===== config.mk =====
export PLATFORM = sky130hd
export DESIGN_NAME = jk_bank_arbiter
export DESIGN_NICKNAME = d
export VERILOG_FILES = /design/src/rtl/jk_bank_arbiter.sv
export SDC_FILE = /design/constraint.sdc
export NUM_CORES = 1
export LEC_CHECK = 0
export ABC_AREA = 1
export BUFFER_PORTS_ARGS = -buffer_cell sky130_fd_sc_hd__buf_2
export CORE_MARGIN = 1
export CORE_UTILIZATION = 40
export CTS_CLUSTER_SIZE = 40
export DETAILED_ROUTE_END_ITERATION = 7
export GPL_ROUTABILITY_DRIVEN = 0
export PLACE_DENSITY = 0.61
export SYNTH_ARGS = -nofsm -noshare
export SYNTH_HDL_FRONTEND = slang
export SYNTH_SLANG_ARGS = --single-unit

===== constraint.sdc =====
create_clock -name clk -period 3.2 [get_ports clk]
set_input_delay 0.64 -clock clk [delete_from_list [all_inputs] [get_ports clk]]
set_output_delay 0.64 -clock clk [all_outputs]
set_load 0.005 [all_outputs]

===== src/rtl/jk_bank_arbiter.sv =====
`default_nettype none
// ============================================================================
// Module   : jk_bank_arbiter
// Purpose  : Shared WIDTH-bit bank of JK storage bits. Two requesters (A, B)
//            compete through a round-robin arbiter. Each granted command
//            applies JK semantics to one addressed bit:
//            00 hold, 01 clear, 10 set, 11 toggle.
//            A toggle can repeat cnt times as a multi-cycle burst.
// Ports    : clk, rst (async, active-high)
//            req_x/jk_x/idx_x/cnt_x   command inputs for requester x (a/b)
//            gnt_x                    registered one-cycle grant pulse
//            q                        bank contents
//            q_par                    even parity of q (JK_BANK_PARITY_EN only)
//            busy                     high while a command executes
//            done                     one-cycle pulse after the final apply
// Options  : `define JK_BANK_PARITY_EN adds the registered q_par output.
// Revision : 1.0 - initial release
// ============================================================================
module jk_bank_arbiter #(
    parameter int WIDTH = 8,
    parameter int IDXW  = 3,
    parameter int CNTW  = 4
) (
    input  logic             clk,
    input  logic             rst,
    input  logic             req_a,
    input  logic [1:0]       jk_a,
    input  logic [IDXW-1:0]  idx_a,
    input  logic [CNTW-1:0]  cnt_a,
    output logic             gnt_a,
    input  logic             req_b,
    input  logic [1:0]       jk_b,
    input  logic [IDXW-1:0]  idx_b,
    input  logic [CNTW-1:0]  cnt_b,
    output logic             gnt_b,
    output logic [WIDTH-1:0] q,
`ifdef JK_BANK_PARITY_EN
    output logic             q_par,
`endif
    output logic             busy,
    output logic             done
);

    typedef enum logic [1:0] {
        ST_IDLE  = 2'd0,
        ST_APPLY = 2'd1,
        ST_BURST = 2'd2
    } state_t;

    localparam logic [1:0]       c_jk_hold = 2'b00;
    localparam logic [1:0]       c_jk_clr  = 2'b01;
    localparam logic [1:0]       c_jk_set  = 2'b10;
    localparam logic [1:0]       c_jk_tgl  = 2'b11;
    localparam logic [CNTW-1:0]  c_cnt_one = CNTW'(1);
    localparam logic [WIDTH-1:0] c_bit0    = WIDTH'(1);

    state_t           r_state;
    logic             r_prio;     // 0: A holds priority, 1: B holds priority
    logic [1:0]       r_jk;
    logic [IDXW-1:0]  r_idx;
    logic [CNTW-1:0]  r_cnt;      // latched count, then remaining toggles

    state_t           w_state_nxt;
    logic             w_prio_nxt;
    logic [1:0]       w_jk_nxt;
    logic [IDXW-1:0]  w_idx_nxt;
    logic [CNTW-1:0]  w_cnt_nxt;
    logic [WIDTH-1:0] w_q_nxt;
    logic             w_gnt_a_nxt;
    logic             w_gnt_b_nxt;
    logic             w_done_nxt;
    logic             w_win_a;
    logic             w_win_b;
    logic [WIDTH-1:0] w_mask;

    // A wins when alone or when it holds priority; B wins otherwise.
    assign w_win_a = req_a & (~req_b | ~r_prio);
    assign w_win_b = req_b & ~w_win_a;

    // Shifting past the top bit yields an all-zero mask, so an out-of-range
    // index naturally leaves q untouched while timing stays unchanged.
    assign w_mask = c_bit0 << r_idx;

    assign busy = (r_state != ST_IDLE);

    always_comb begin
        w_state_nxt = r_state;
        w_prio_nxt  = r_prio;
        w_jk_nxt    = r_jk;
        w_idx_nxt   = r_idx;
        w_cnt_nxt   = r_cnt;
        w_q_nxt     = q;
        w_gnt_a_nxt = 1'b0;
        w_gnt_b_nxt = 1'b0;
        w_done_nxt  = 1'b0;

        case (r_state)
            ST_IDLE: begin
                if (w_win_a) begin
                    w_jk_nxt    = jk_a;
                    w_idx_nxt   = idx_a;
                    w_cnt_nxt   = cnt_a;
                    w_gnt_a_nxt = 1'b1;
                    w_prio_nxt  = 1'b1;
                    w_state_nxt = ST_APPLY;
                end else if (w_win_b) begin
                    w_jk_nxt    = jk_b;
                    w_idx_nxt   = idx_b;
                    w_cnt_nxt   = cnt_b;
                    w_gnt_b_nxt = 1'b1;
                    w_prio_nxt  = 1'b0;
                    w_state_nxt = ST_APPLY;
                end
            end

            ST_APPLY: begin
                case (r_jk)
                    c_jk_hold: w_q_nxt = q;
                    c_jk_clr:  w_q_nxt = q & ~w_mask;
                    c_jk_set:  w_q_nxt = q | w_mask;
                    default:   w_q_nxt = q ^ w_mask;
                endcase
                // cnt of 0 or 1 means a single toggle, so only larger counts burst.
                if ((r_jk == c_jk_tgl) && (r_cnt > c_cnt_one)) begin
                    w_cnt_nxt   = r_cnt - c_cnt_one;
                    w_state_nxt = ST_BURST;
                end else begin
                    w_done_nxt  = 1'b1;
                    w_state_nxt = ST_IDLE;
                end
            end

            ST_BURST: begin
                w_q_nxt   = q ^ w_mask;
                w_cnt_nxt = r_cnt - c_cnt_one;
                if (r_cnt == c_cnt_one) begin
                    w_done_nxt  = 1'b1;
                    w_state_nxt = ST_IDLE;
                end
            end

            default: begin
                w_state_nxt = ST_IDLE;
            end
        endcase
    end

    always_ff @(posedge clk or posedge rst) begin
        if (rst) begin
            r_state <= ST_IDLE;
            r_prio  <= 1'b0;
            r_jk    <= 2'b00;
            r_idx   <= '0;
            r_cnt   <= '0;
            q       <= '0;
            gnt_a   <= 1'b0;
            gnt_b   <= 1'b0;
            done    <= 1'b0;
        end else begin
            r_state <= w_state_nxt;
            r_prio  <= w_prio_nxt;
            r_jk    <= w_jk_nxt;
            r_idx   <= w_idx_nxt;
            r_cnt   <= w_cnt_nxt;
            q       <= w_q_nxt;
            gnt_a   <= w_gnt_a_nxt;
            gnt_b   <= w_gnt_b_nxt;
            done    <= w_done_nxt;
        end
    end

`ifdef JK_BANK_PARITY_EN
    // Parity is taken from the next q so it lines up with q in the same cycle.
    always_ff @(posedge clk or posedge rst) begin
        if (rst) begin
            q_par <= 1'b0;
        end else begin
            q_par <= ^w_q_nxt;
        end
    end
`endif

endmodule
`default_nettype wire

* Word level (Yosys, flattened, before mapping)
Index checks and enable logic that the tools add are counted.
** Storage, ports and cells
- Register bits :: 23
- Bits of input ports :: 22
- Output and inout bits :: 12
- Logic and storage cells :: 68
** Cells by class
- Add/subtract/negate cells :: 1
- Magnitude comparators :: 1
- Eq/ne operators :: 10
- Shifts and indexed selects :: 1
- Muxes and demuxes :: 25
- Bitwise operators :: 10
- Reductions and logical operators :: 11
** Operators with widths (number)
- 8-bit case mux with 3 select lines :: 1
- 8-bit case mux with 2 select lines :: 1
- 2-bit two-way mux :: 6
- 4-bit two-way mux :: 3
- 4-bit case mux with 3 select lines :: 1
- 1-bit two-way mux :: 9
- 8-bit AND :: 1
- 8-bit NOT :: 1
- 8-bit bitwise OR :: 1
- 1-bit by 3-bit << shifter with 8-bit output (first input constant) :: 1
- 8-bit XOR :: 1
- 2-bit == test (second input constant) :: 3
- 3-bit two-way mux :: 2
- 2-bit inequality test (second input constant) :: 3
- 2-bit case mux with 3 select lines :: 1
- 2-bit AND reduction :: 3
- 2-bit nonzero test :: 3
- 2-bit by 1-bit == test with 1-bit output (second input constant) :: 2
- 4-bit by 1-bit == test with 1-bit output (second input constant) :: 1
- 4-bit by 1-bit greater-than comparator with 1-bit output (second input constant) :: 1
- 2-bit logical NOT :: 2
- 4-bit by 1-bit subtractor with 4-bit output (second input constant) :: 1
- 3-bit inequality test (second input constant) :: 1
- 1-bit NOT :: 3
- 6 further kinds :: 7

* Longest topological paths before layout
- Depth after elaboration :: 8
- Gate-level depth with buffers :: 8
- Gate-level depth less buffers :: 8

* Least setup slack after synthesis
No wires, ideal clock.
- Kind :: register to output
- From :: reg r_state[0]
- To :: out busy
- Arrival time :: 0.746 ns
- Required time :: 2.560 ns
- Setup slack :: 1.814 ns
- Cell stages (with the launch flop) :: 4
- Path buffers :: 0
- Path through :: dfrtp_1 -> inv_1 -> ha_1 -> inv_1
** On the way
- Longest elaborated chain between the ends :: 1
** RTL lines
- from (decl) :: line 57 : state_t r_state;
- from (signal assigned) :: line 160 : r_state <= w_state_nxt;
- 2-bit nonzero test :: line 84 : assign busy = (r_state != ST_IDLE);
- to (decl) :: line 40 : output logic busy,
Every way passes these cells.

* Worst setup path in the final report
Same ends and word-level chain as after synthesis.

==> results.json <==
{
  "cap_violations": 0,
  "root_buffer": "clkbuf_8",
  "grtUsageTotal_pct": 16.8,
  "p_per_area_nw_per_um2": 1020,
  "peakVddDrop_uv": 404,
  "netlist_instances": 219,
  "cts_setup_buffers": 0,
  "viasPerCell": 4.85,
  "setup_violations": 0,
  "min-delay-path-class": "reg2reg",
  "whs_endpoint": "r_prio",
  "max_slew_margin_pct": 41.3,
  "overflow": 0,
  "floorplan.die_area_um2": 4500,
  "synth_area_um2": 1700,
  "worstHoldStart": "r_prio",
  "pin_count": 34,
  "cp_common_cell": "inv_1",
  "grt_first_pass_wirelength_mm": 5.74,
  "cp_max_fo": 5,
  "core_region_area_um2": 4030,
  "grt_max_degree": 24,
  "wire_per_inst_um": 10.8,
  "fp.dieW_um": 67.1,
  "finalCritPeriodShare_pct": 59.1,
  "drive_above_1_share_pct": 18.2,
  "die_h_um": 67.1,
  "start_util_pct": 42.1,
  "clock_path_buffers": 2,
  "cts_resized": 0,
  "fin_tns_setup_ns": 0,
  "min_period_ns": 1.89,
  "synth-edff-count": 0,
  "r2r-end": "q[7]",
  "hpwlAfterDp_mm": 2.53,
  "rrSetupSlack_ns": 1.39,
  "holdPathStages": 2,
  "htree_levels": 1,
  "worstPathCellList": "inv_1, ha_1, inv_1, buf_2",
  "rows": 23,
  "antenna_left": 0,
  "hold_viol_final": 0,
  "n_antenna_cell": 0,
  "cp-end-kind": "primary output",
  "synthToLayoutAreaGrowth_pct": 14.8,
  "critPathSlowestCell": "dfrtp_1",
  "totalWireLength_mm": 3.28,
  "status": "finished, final reports clean",
  "synth_area_per_cell_um2": 7.74,
  "drc": 0,
  "synth.net_count": 267,
  "clkSinkCount": 23,
  "worst_pin_slew_ns": 0.880,
  "r2r-start": "r_state[0]",
  "max_freq_mhz": 529,
  "required_ns": 2.56,
  "startpoint_type": "flop",
  "hold_slack_ns": 0.511,
  "drt-pass1-iter-count": 4,
  "async_reset_ff_share_pct": 100,
  "cts_buffers": 3,
  "finalMaxSlewViolations": 0,
  "clk_pin_slew_ns": 0.08,
  "cts_tree": "built",
  "final_nets": 302,
  "yosysUniqueCellTypes": 25,
  "antenna_found_initial": 0,
  "ys_dominant_reg_cell": "dfrtp_1",
  "synth_seq_cells": 23,
  "rsz0062_at_grt": "false",
  "crit_start": "r_state[0]",
  "yosys_warnings": 0,
  "critPathMaxStageDelay_ns": 0.40,
  "seq_area_frac_synth_pct": 33.9,
  "first_global_vias": 1286,
  "port_buffers": 33,
  "fin_skew_ns": 0.00322,
  "r2r_cells": 6,
  "num_vias": 1470,
  "critPathKind": "reg2out",
  "postCtsHoldBufs": 0,
  "drt_iter0_markers": 48,
  "p_leak_nw": 1.04,
  "cp_data_arrival_time_ns": 1.25,
  "clock_latency_ns": 0.27
}
-- metal layers --
| layer | GRT usage [%] | wire length [µm] |
|---|---|---|
| met5 | 0 | 0 |
| met4 | 3.99 | 20 |
| met3 | 3.60 | 103 |
| met2 | 27.8 | 1450 |
| met1 | 22.1 | 1710 |
-- critical path: cells and delay by family, from the launching register on --
family | cells | cell delay [ns]
buffers and inverters | 3 | 0.36
DFF | 1 | 0.40
adders and majority gates | 1 | 0.24
-- worst max path at each step --
| stage | endpoint | slack, ns | cells past startpoint |
|---|---|---|---|
| 2_1_floorplan | busy | 1.81 | 3 |
| 3_3_place_gp | q[4] | 1.48 | 6 |
| 3_5_place_dp | q[7] | 1.41 | 6 |
| 4_1_cts | busy | 1.30 | 4 |
| 5_1_grt | q[7] | 1.17 | 6 |
| 6_report | busy | 1.31 | 4 |
-- final cells by class --
class	count	area, µm²
multi-input combinational	159	970
fill	416	2080
sequential	23	576
clock buffer	4	45.0
inverter	34	128
tap	50	62.6
timing repair buffer	33	165
-- sequential cells by signal, summed over array words and instances (netlist names) --
name / count
r_state: 2
r_prio: 1
q: 8
r_cnt: 4
done: 1
r_idx: 3
gnt_b: 1
r_jk: 2
gnt_a: 1
-- per-stage QoR --
| stage | std cells | setup slack [ns] | total power, mW | util (%) | area (µm²) |
|---|---|---|---|---|---|
| 6_report | 303 | 1.31 | 1.99 | 48.3 | 1950 |
| 5_1_grt | 303 | 1.17 | 2.26 | 48.3 | 1950 |
| 4_1_cts | 303 | 1.30 | 2.02 | 48.3 | 1950 |
| 3_5_place_dp | 299 | 1.41 | 1.83 | 47.2 | 1900 |
| 3_3_place_gp | 299 | 1.48 | 1.81 | 47.2 | 1900 |
| 2_1_floorplan | 219 | 1.81 | 1.53 | - | 1700 |
-- logic make-up after synthesis --
family | Yosys count | share of synthesized area [%]
AND/OR/NAND/NOR | 95 | 24.0
XOR/XNOR | 1 | 0.517
AO/OA/AOI/OAI | 37 | 13.5
buffers and inverters | 37 | 8.86
flip-flops | 23 | 33.9
adder cells (fa/ha/maj) | 26 | 19.2
-- cells in the mapped netlist (all sizes together), types with 2 or more instances --
cell | count | area [µm²]
a21oi | 3 | 22.5
a31oi | 5 | 31.3
buf | 2 | 18.8
dfrtp | 23 | 576
ha | 26 | 325
inv | 33 | 124
nand2 | 54 | 203
nand3 | 17 | 85.1
nand3b | 4 | 30.0
nor2 | 18 | 77.6
o21ai | 21 | 113
o22ai | 8 | 62.6
-- report_power, final --
| part | total, mW | switching (mW) | internal, mW |
|---|---|---|---|
| clock network | 0.180 | 0.0913 | 0.0890 |
| registers | 0.565 | 0.128 | 0.437 |
| logic | 1.25 | 0.764 | 0.482 |
-- cells in the final DEF, fill, tap and decap left out --
cell,n
nand3b_1,4
a21oi_2,2
nand2_1,54
a31oi_1,5
nor3_1,1
nor2_2,1
clkinv_1,1
a21oi_1,1
or2_2,1
o21ai_0,17
o21ai_2,2
nor2_1,16
o22ai_1,6
xor2_1,1
nand3_1,17
ha_1,26
inv_2,1
clkbuf_1,1
inv_1,32
clkbuf_8,3
o22ai_2,2
dfrtp_1,23
o21ai_1,2
nor2_4,1
buf_2,33
Note: power is estimated with default switching activity, not from simulation.
